`src/rtl/fft_radix2_iter.sv`:
```
// Iterative radix-2 DIT FFT/IFFT: streams N samples in, runs one in-place butterfly
// per cycle over LOG2N stages, then streams the N bins out in natural order.
module fft_radix2_iter #(
    parameter int N_POINTS = 8,
    parameter int LOG2N    = 3,
    parameter int DATA_W   = 16,
    parameter int TW_W     = 16,
    parameter int SCALE    = 1
) (
    input  logic              clk,
    input  logic              rst,
    input  logic              inverse,
    input  logic              data_in_valid,
    output logic              data_in_ready,
    input  logic [DATA_W-1:0] data_in_real,
    input  logic [DATA_W-1:0] data_in_imag,
    output logic              data_out_valid,
    input  logic              data_out_ready,
    output logic [DATA_W-1:0] data_out_real,
    output logic [DATA_W-1:0] data_out_imag,
    output logic              data_out_last,
    output logic              busy,
    output logic              done
);

    localparam int HALF_N = N_POINTS / 2;
    localparam int STG_W  = $clog2(LOG2N + 1);
    localparam int PW     = DATA_W + TW_W;

    localparam logic [STG_W-1:0] LAST_STAGE  = STG_W'(LOG2N - 1);
    localparam logic [LOG2N-2:0] LAST_BFLY   = '1;
    localparam logic [LOG2N-1:0] LAST_SAMPLE = '1;

    localparam logic signed [PW:0]   RND     = {{PW{1'b0}}, 1'b1} << (TW_W - 3);
    localparam logic signed [PW+1:0] SAT_MAX = (PW+2)'((2 ** (DATA_W - 1)) - 1);
    localparam logic signed [PW+1:0] SAT_MIN = (PW+2)'(-(2 ** (DATA_W - 1)));

    typedef enum logic [1:0] {S_IDLE, S_LOAD, S_COMPUTE, S_UNLOAD} state_t;
    state_t state_reg, state_next;

    logic [LOG2N-1:0] in_cnt_reg, out_cnt_reg, in_rev;
    logic [LOG2N-2:0] bfly_reg;
    logic [STG_W-1:0] stage_reg;
    logic             inverse_reg, done_reg;
    logic             in_fire, out_fire;

    logic signed [DATA_W-1:0] mem_re [N_POINTS];
    logic signed [DATA_W-1:0] mem_im [N_POINTS];
    logic signed [TW_W-1:0]   tw_re  [HALF_N];
    logic signed [TW_W-1:0]   tw_im  [HALF_N];

    // Forward twiddles exp(-j*2*pi*k/N), rounded to nearest, with 1.0 = 2^(TW_W-2)
    genvar gi;
    generate
        for (gi = 0; gi < HALF_N; gi++) begin : g_tw
            localparam real ANG   = 6.283185307179586 * real'(gi) / real'(N_POINTS);
            localparam real COS_V = $cos(ANG) * (2.0 ** (TW_W - 2));
            localparam real SIN_V = -$sin(ANG) * (2.0 ** (TW_W - 2));
            assign tw_re[gi] = TW_W'($rtoi(COS_V >= 0.0 ? COS_V + 0.5 : COS_V - 0.5));
            assign tw_im[gi] = TW_W'($rtoi(SIN_V >= 0.0 ? SIN_V + 0.5 : SIN_V - 0.5));
        end
        for (gi = 0; gi < LOG2N; gi++) begin : g_rev
            assign in_rev[gi] = in_cnt_reg[LOG2N-1-gi];
        end
    endgenerate

    assign data_in_ready  = !rst && (state_reg == S_IDLE || state_reg == S_LOAD);
    assign data_out_valid = (state_reg == S_UNLOAD);
    assign data_out_last  = data_out_valid && (out_cnt_reg == LAST_SAMPLE);
    assign data_out_real  = data_out_valid ? mem_re[out_cnt_reg] : '0;
    assign data_out_imag  = data_out_valid ? mem_im[out_cnt_reg] : '0;
    assign busy           = (state_reg == S_COMPUTE) || (state_reg == S_UNLOAD);
    assign done           = done_reg;
    assign in_fire        = data_in_valid && data_in_ready;
    assign out_fire       = data_out_valid && data_out_ready;

    always_comb begin
        state_next = state_reg;
        case (state_reg)
            S_IDLE:    if (in_fire) state_next = S_LOAD;
            S_LOAD:    if (in_fire && in_cnt_reg == LAST_SAMPLE) state_next = S_COMPUTE;
            S_COMPUTE: if (bfly_reg == LAST_BFLY && stage_reg == LAST_STAGE) state_next = S_UNLOAD;
            S_UNLOAD:  if (out_fire && out_cnt_reg == LAST_SAMPLE) state_next = S_IDLE;
            default:   state_next = S_IDLE;
        endcase
    end

    always_ff @(posedge clk or posedge rst) begin
        if (rst) begin
            state_reg   <= S_IDLE;
            in_cnt_reg  <= '0;
            out_cnt_reg <= '0;
            bfly_reg    <= '0;
            stage_reg   <= '0;
            inverse_reg <= 1'b0;
            done_reg    <= 1'b0;
        end else begin
            state_reg <= state_next;
            done_reg  <= out_fire && (out_cnt_reg == LAST_SAMPLE);
            if (in_fire) in_cnt_reg <= in_cnt_reg + 1'b1;
            if (in_fire && state_reg == S_IDLE) inverse_reg <= inverse;
            if (out_fire) out_cnt_reg <= out_cnt_reg + 1'b1;
            if (state_reg == S_COMPUTE) begin
                bfly_reg <= bfly_reg + 1'b1;
                if (bfly_reg == LAST_BFLY)
                    stage_reg <= (stage_reg == LAST_STAGE) ? '0 : stage_reg + 1'b1;
            end
        end
    end

    // Sums are kept wide enough that the rotated operand can never wrap; the final
    // clamp only ever bites in the unscaled build.
    function automatic logic [DATA_W-1:0] sat_dw(input logic signed [PW+1:0] x);
        if (x > SAT_MAX) return SAT_MAX[DATA_W-1:0];
        if (x < SAT_MIN) return SAT_MIN[DATA_W-1:0];
        return x[DATA_W-1:0];
    endfunction

    logic [LOG2N-1:0]         j_ext, half_mask, top_addr, bot_addr;
    logic [LOG2N-2:0]         tw_idx;
    logic signed [TW_W-1:0]   w_re, w_im;
    logic signed [PW:0]       b_re_x, b_im_x, w_re_x, w_im_x, prod_re, prod_im, rot_re, rot_im;
    logic signed [PW+1:0]     sum_re, sum_im, dif_re, dif_im;
    logic [DATA_W-1:0]        wb_top_re, wb_top_im, wb_bot_re, wb_bot_im;

    always_comb begin
        j_ext     = {1'b0, bfly_reg};
        half_mask = (LOG2N'(1) << stage_reg) - LOG2N'(1);
        top_addr  = ((j_ext >> stage_reg) << (stage_reg + 1'b1)) | (j_ext & half_mask);
        bot_addr  = top_addr | (LOG2N'(1) << stage_reg);
        tw_idx    = (bfly_reg & half_mask[LOG2N-2:0]) << (LOG2N - 1 - int'(stage_reg));
        w_re      = tw_re[tw_idx];
        w_im      = inverse_reg ? -tw_im[tw_idx] : tw_im[tw_idx];
        b_re_x    = (PW+1)'(mem_re[bot_addr]);
        b_im_x    = (PW+1)'(mem_im[bot_addr]);
        w_re_x    = (PW+1)'(w_re);
        w_im_x    = (PW+1)'(w_im);
        prod_re   = b_re_x * w_re_x - b_im_x * w_im_x;
        prod_im   = b_re_x * w_im_x + b_im_x * w_re_x;
        rot_re    = (prod_re + RND) >>> (TW_W - 2);
        rot_im    = (prod_im + RND) >>> (TW_W - 2);
        sum_re    = (PW+2)'(mem_re[top_addr]) + (PW+2)'(rot_re);
        sum_im    = (PW+2)'(mem_im[top_addr]) + (PW+2)'(rot_im);
        dif_re    = (PW+2)'(mem_re[top_addr]) - (PW+2)'(rot_re);
        dif_im    = (PW+2)'(mem_im[top_addr]) - (PW+2)'(rot_im);
        if (SCALE != 0) begin
            sum_re = sum_re >>> 1;
            sum_im = sum_im >>> 1;
            dif_re = dif_re >>> 1;
            dif_im = dif_im >>> 1;
        end
        wb_top_re = sat_dw(sum_re);
        wb_top_im = sat_dw(sum_im);
        wb_bot_re = sat_dw(dif_re);
        wb_bot_im = sat_dw(dif_im);
    end

    // Samples land bit-reversed so the in-place DIT passes leave bins in natural order
    always_ff @(posedge clk) begin
        if (in_fire) begin
            mem_re[in_rev] <= data_in_real;
            mem_im[in_rev] <= data_in_imag;
        end
        if (state_reg == S_COMPUTE) begin
            mem_re[top_addr] <= wb_top_re;
            mem_im[top_addr] <= wb_top_im;
            mem_re[bot_addr] <= wb_bot_re;
            mem_im[bot_addr] <= wb_bot_im;
        end
    end

endmodule

```
`config.mk`:
```
export PLATFORM = sky130hd
export DESIGN_NAME = fft_radix2_iter
export DESIGN_NICKNAME = d
export VERILOG_FILES = /design/src/rtl/fft_radix2_iter.sv
export SDC_FILE = /design/constraint.sdc
export NUM_CORES = 2
export LEC_CHECK = 0
export CAP_MARGIN = 40
export CORE_AREA = 3 3 438 440
export DETAILED_ROUTE_END_ITERATION = 6
export DIE_AREA = 0 0 441 443
export DONT_BUFFER_PORTS = 1
export GPL_TIMING_DRIVEN = 0
export HOLD_SLACK_MARGIN = 0.05
export SYNTH_ARGS = -nofsm -noshare
export SYNTH_HDL_FRONTEND = slang
export SYNTH_SLANG_ARGS = --single-unit
```
`constraint.sdc`:
```
create_clock -name clk -period 19.7 [get_ports clk]
set_input_delay 3.94 -clock clk [delete_from_list [all_inputs] [get_ports clk]]
set_output_delay 3.94 -clock clk [all_outputs]
set_load 0.005 [all_outputs]
```
==> out/qor.csv <==
stage,metric,value,unit
cts,clk slew on worst S/H paths,0.06,ns
timing,transition at the pin with the smallest max-transition slack,1.12,ns
layout,Final Non-Filler Cells,8723,
timing,final-report setup violation count,0,
die,area of the placeable core,188000,um^2
synthesis,"arithmetic-cell share of the synthesized area counting full adders, half adders and majority gates",46.9,%
worst_setup_path,Worst Path Required,20.03,ns
timing,minimum setup slack in the final design,0.848,ns
worst_setup_path,crit path capture type,flip-flop,
timing,Final Slew Violations,0,
synthesis,cell count after synthesis,5994,
timing,Final min period,18.85,ns
worst_setup_path,"Max FO, Critical Path",11,
worst_setup_path,depth of the worst register-to-register path,57,
synthesis,synthesized area per cell,9.43,um^2
route,average via count per standard cell,5.29,
outcome,violated checks,design-rule violations,
layout,Total Nets Final,7702,
timing,final period utilization,95.7,%
route,Initial DRT Pass Iterations,7,
route,Total Routed Length,218000,um
route,total vias in the final route,46161,
synthesis,dominant combinational cell family by area after synthesis,adder cells,
cts,number of resized instances in the post-cts repair step,0,
synthesis,"synthesized-area fraction occupied by ao, oa, aoi and oai cells",7.16,%
cts,number of clock sinks,270,
layout,share of cells above drive strength 1,5.76,%
global_route,global-route wire length before repair,318000,um
synthesis,fraction of synthesized cell area taken by the top area cell type,38.2,%
synthesis,"Net Count, Synth",7504,
cts,insertion delay to the later sink of the worst-skew pair,0.64,ns
die,die height,443,um
timing,remaining max-slew budget at the tightest pin,25.3,%
timing,setup tns final,0,ns
die,Die X,441,um
layout,Layout Area Growth over Synthesis,11.4,%
timing,Hold Slack,0.551,ns
worst_setup_path,critical register-to-register path endpoint,mem_re[0][3]$_DFFE_PP_,
synthesis,Yosys warning count,0,
global_route,initial antenna violation count,19,
cts,CTS H-tree lvls,1,
worst_setup_path,start point of the critical path,stage_reg[0]$_DFFE_PP0P_,
job,Max Cap Viol,0,
placed_design,routability congestion estimate from global placement,1.02,
worst_setup_path,CP max stage cell,sky130_fd_sc_hd__clkdlybuf4s15_1,
global_route,global-route usage over all layers,22.2,%
layout,Largest regs,"mem_im x128, mem_re x128",
synthesis,cell area after synthesis,56500,um^2
cts,clock tree from TritonCTS,built,
die,area of the die,195000,um^2
cts,number of setup buffers added after CTS,0,
outcome,run status,"finished, violations left",
worst_setup_path,category of the most critical setup path,flip-flop to flip-flop,
synthesis,share of synthesized flip-flops with an asynchronous set or reset,5.19,%
synthesis,Cell variety after synth,83,
global_route,sum of overflow across all layers after global routing,0,
placed_design,post-placement cell count,8648,
cts,clock buffer count from CTS,31,
route,routed wire length per instance,25.0,um
synthesis,flip-flop and latch count after synthesis,270,
timing,unrepaired setup endpoints after global routing,false,
worst_setup_path,critical path startpoint category,flip-flop,
synthesis,cell type with the highest aggregate area in the netlist,sky130_fd_sc_hd__fa_1,
synthesis,top_reg_cell synth,sky130_fd_sc_hd__edfxtp_1,
synthesis,sequential fraction of the synthesis area,14.2,%
worst_setup_path,most frequent cell on the critical path,sky130_fd_sc_hd__inv_1,
cts,hold-fix buffers at CTS,0,
cts,"buffers from clock root to sink, at most",3,
placed_design,Post-Place Worst Slack,1.10,ns
synthesis,largest cells by area after synthesis,"sky130_fd_sc_hd__fa_1, sky130_fd_sc_hd__edfxtp_1, sky130_fd_sc_hd__inv_1",
worst_setup_path,crit-path max cell delay,0.80,ns
synthesis,mux cell area share after synthesis,5.76,%
synthesis,number of synthesized flops with an enable pin,256,
worst_setup_path,flop-to-flop setup slack,0.85,ns
placed_design,detailed placement HPWL,182000,um
route,Detailed Route Iter0 Violations,5387,
route,number of routed nets with antenna violations,0,
timing,max frequency,0.0530,GHz
global_route,pin count of the biggest net entering global routing,21,
global_route,number of global-route vias before repair,46931,
synthesis,"post-synthesis share of cell area spent on and, or, nand and nor gates",12.6,%
min_path,type of the most critical hold path,flip-flop to flip-flop,
worst_setup_path,CP Data Arrival Time,19.18,ns
timing,number of endpoints with negative hold slack in the final report,0,
timing,worst clock skew on the final layout,0.0446,ns
die,num ports,74,
route,Post-route DRC,52,
die,Initial Util,30.1,%
cts,root buffer selected by CTS,sky130_fd_sc_hd__clkbuf_16,
worst_setup_path,Worst R2R Start,stage_reg[0]$_DFFE_PP0P_,
die,row count,159,
placed_design,buffers added on ports,0,
synthesis,xor and xnor fraction of the mapped netlist area,2.46,%
worst_setup_path,capture point of the worst path,mem_re[0][3]$_DFFE_PP_,
-- worst min path at each step --
| stage | startpoint | to | slack, ns | depth (start not counted) |
|---|---|---|---|---|
| 2_1_floorplan | in_cnt_reg[0]$_DFFE_PP0P_ | in_cnt_reg[0]$_DFFE_PP0P_ | 0.49 | 1 |
| 3_3_place_gp | in_cnt_reg[0]$_DFFE_PP0P_ | in_cnt_reg[0]$_DFFE_PP0P_ | 0.52 | 1 |
| 3_5_place_dp | in_cnt_reg[0]$_DFFE_PP0P_ | in_cnt_reg[0]$_DFFE_PP0P_ | 0.54 | 1 |
| 4_1_cts | in_cnt_reg[0]$_DFFE_PP0P_ | in_cnt_reg[0]$_DFFE_PP0P_ | 0.55 | 1 |
| 5_1_grt | state_reg[1]$_DFFE_PP0P_ | state_reg[1]$_DFFE_PP0P_ | 0.59 | 1 |
| 6_report | in_cnt_reg[0]$_DFFE_PP0P_ | in_cnt_reg[0]$_DFFE_PP0P_ | 0.55 | 1 |
-- cells in the mapped netlist, drive strengths merged (32+ instances only) --
cell type  instances
o22ai             50
ha               395
xnor2            118
a21oi            205
a211oi            41
nand2b            32
inv             1379
mux2i            170
nand2            775
edfxtp           256
and2              51
nor2b             64
fa              1078
clkbuf           179
buf               63
nor2             197
o21ai            126
nand3            353
a221oi            33
xor2              41
mux4              64
-- worst max-delay path, delay by kind of cell, from the launching register on --
family                   cells  cell delay (ns)
XOR/XNOR                     1             0.29
AO/OA/AOI/OAI               14             4.09
flip-flops                   1             0.37
buffers and inverters       18             4.77
adder cells (fa/ha/maj)     12             5.15
AND/OR/NAND/NOR             12             3.85
-- cell families (layout without fill, tap and decap cells) --
family	Yosys count	in the layout
AO/OA/AOI/OAI	627	627
XOR/XNOR	159	159
adder cells (fa/ha/maj)	1473	1473
buffers and inverters	1624	1847
flip-flops	270	270
multiplexers	244	244
other	0	11
AND/OR/NAND/NOR	1597	1597
-- placed cells by master (no fill, tap or decap), types with 47 or more instances in the layout --
| cell | Yosys | layout |
|---|---|---|
| sky130_fd_sc_hd__a21oi_1 | 204 | 204 |
| sky130_fd_sc_hd__and2_1 | 50 | 50 |
| sky130_fd_sc_hd__buf_1 | 55 | 55 |
| sky130_fd_sc_hd__buf_6 | 0 | 47 |
| sky130_fd_sc_hd__buf_8 | 0 | 57 |
| sky130_fd_sc_hd__clkbuf_1 | 179 | 178 |
| sky130_fd_sc_hd__edfxtp_1 | 256 | 256 |
| sky130_fd_sc_hd__fa_1 | 1078 | 1078 |
| sky130_fd_sc_hd__ha_1 | 395 | 394 |
| sky130_fd_sc_hd__inv_1 | 1378 | 1378 |
| sky130_fd_sc_hd__mux2i_1 | 170 | 170 |
| sky130_fd_sc_hd__mux4_2 | 64 | 64 |
| sky130_fd_sc_hd__nand2_1 | 775 | 775 |
| sky130_fd_sc_hd__nand3_1 | 353 | 352 |
| sky130_fd_sc_hd__nor2_1 | 197 | 194 |
| sky130_fd_sc_hd__nor2b_1 | 64 | 64 |
| sky130_fd_sc_hd__o21ai_0 | 107 | 90 |
| sky130_fd_sc_hd__o22ai_1 | 50 | 50 |
| sky130_fd_sc_hd__xnor2_1 | 118 | 118 |
-- per-layer routing --
metal	global-route usage [%]	up-vias	part of all wire [%]
li1	-	19358	-
met1	29.0	23235	38
met2	34.2	2863	44
met3	5.71	693	12
met4	10.3	12	6.0
met5	0	-	0.033
-- final cells by class --
class	instances	area (um^2)
Multi-Input combinational cell	4100	42500
Clock buffer	34	787
Tap cell	2495	3120
Clock inverter	24	194
Sequential cell	270	8040
Timing Repair Buffer	165	2150
Antenna cell	11	27.5
Fill cell	19477	125000
Buffer	242	931
Inverter	1382	5190
-- per-stage QoR --
stage,utilization [%],instance area (um^2)
detailed placement,32.9,61800
finish,33.5,62900
CTS,33.4,62800
global placement,31.7,59600
global route,33.5,62900
floorplan,-,56500
Power is left out: the tool's default activity adds up to more than one toggle a clock period on the data nets, which glitch-free logic cannot reach.
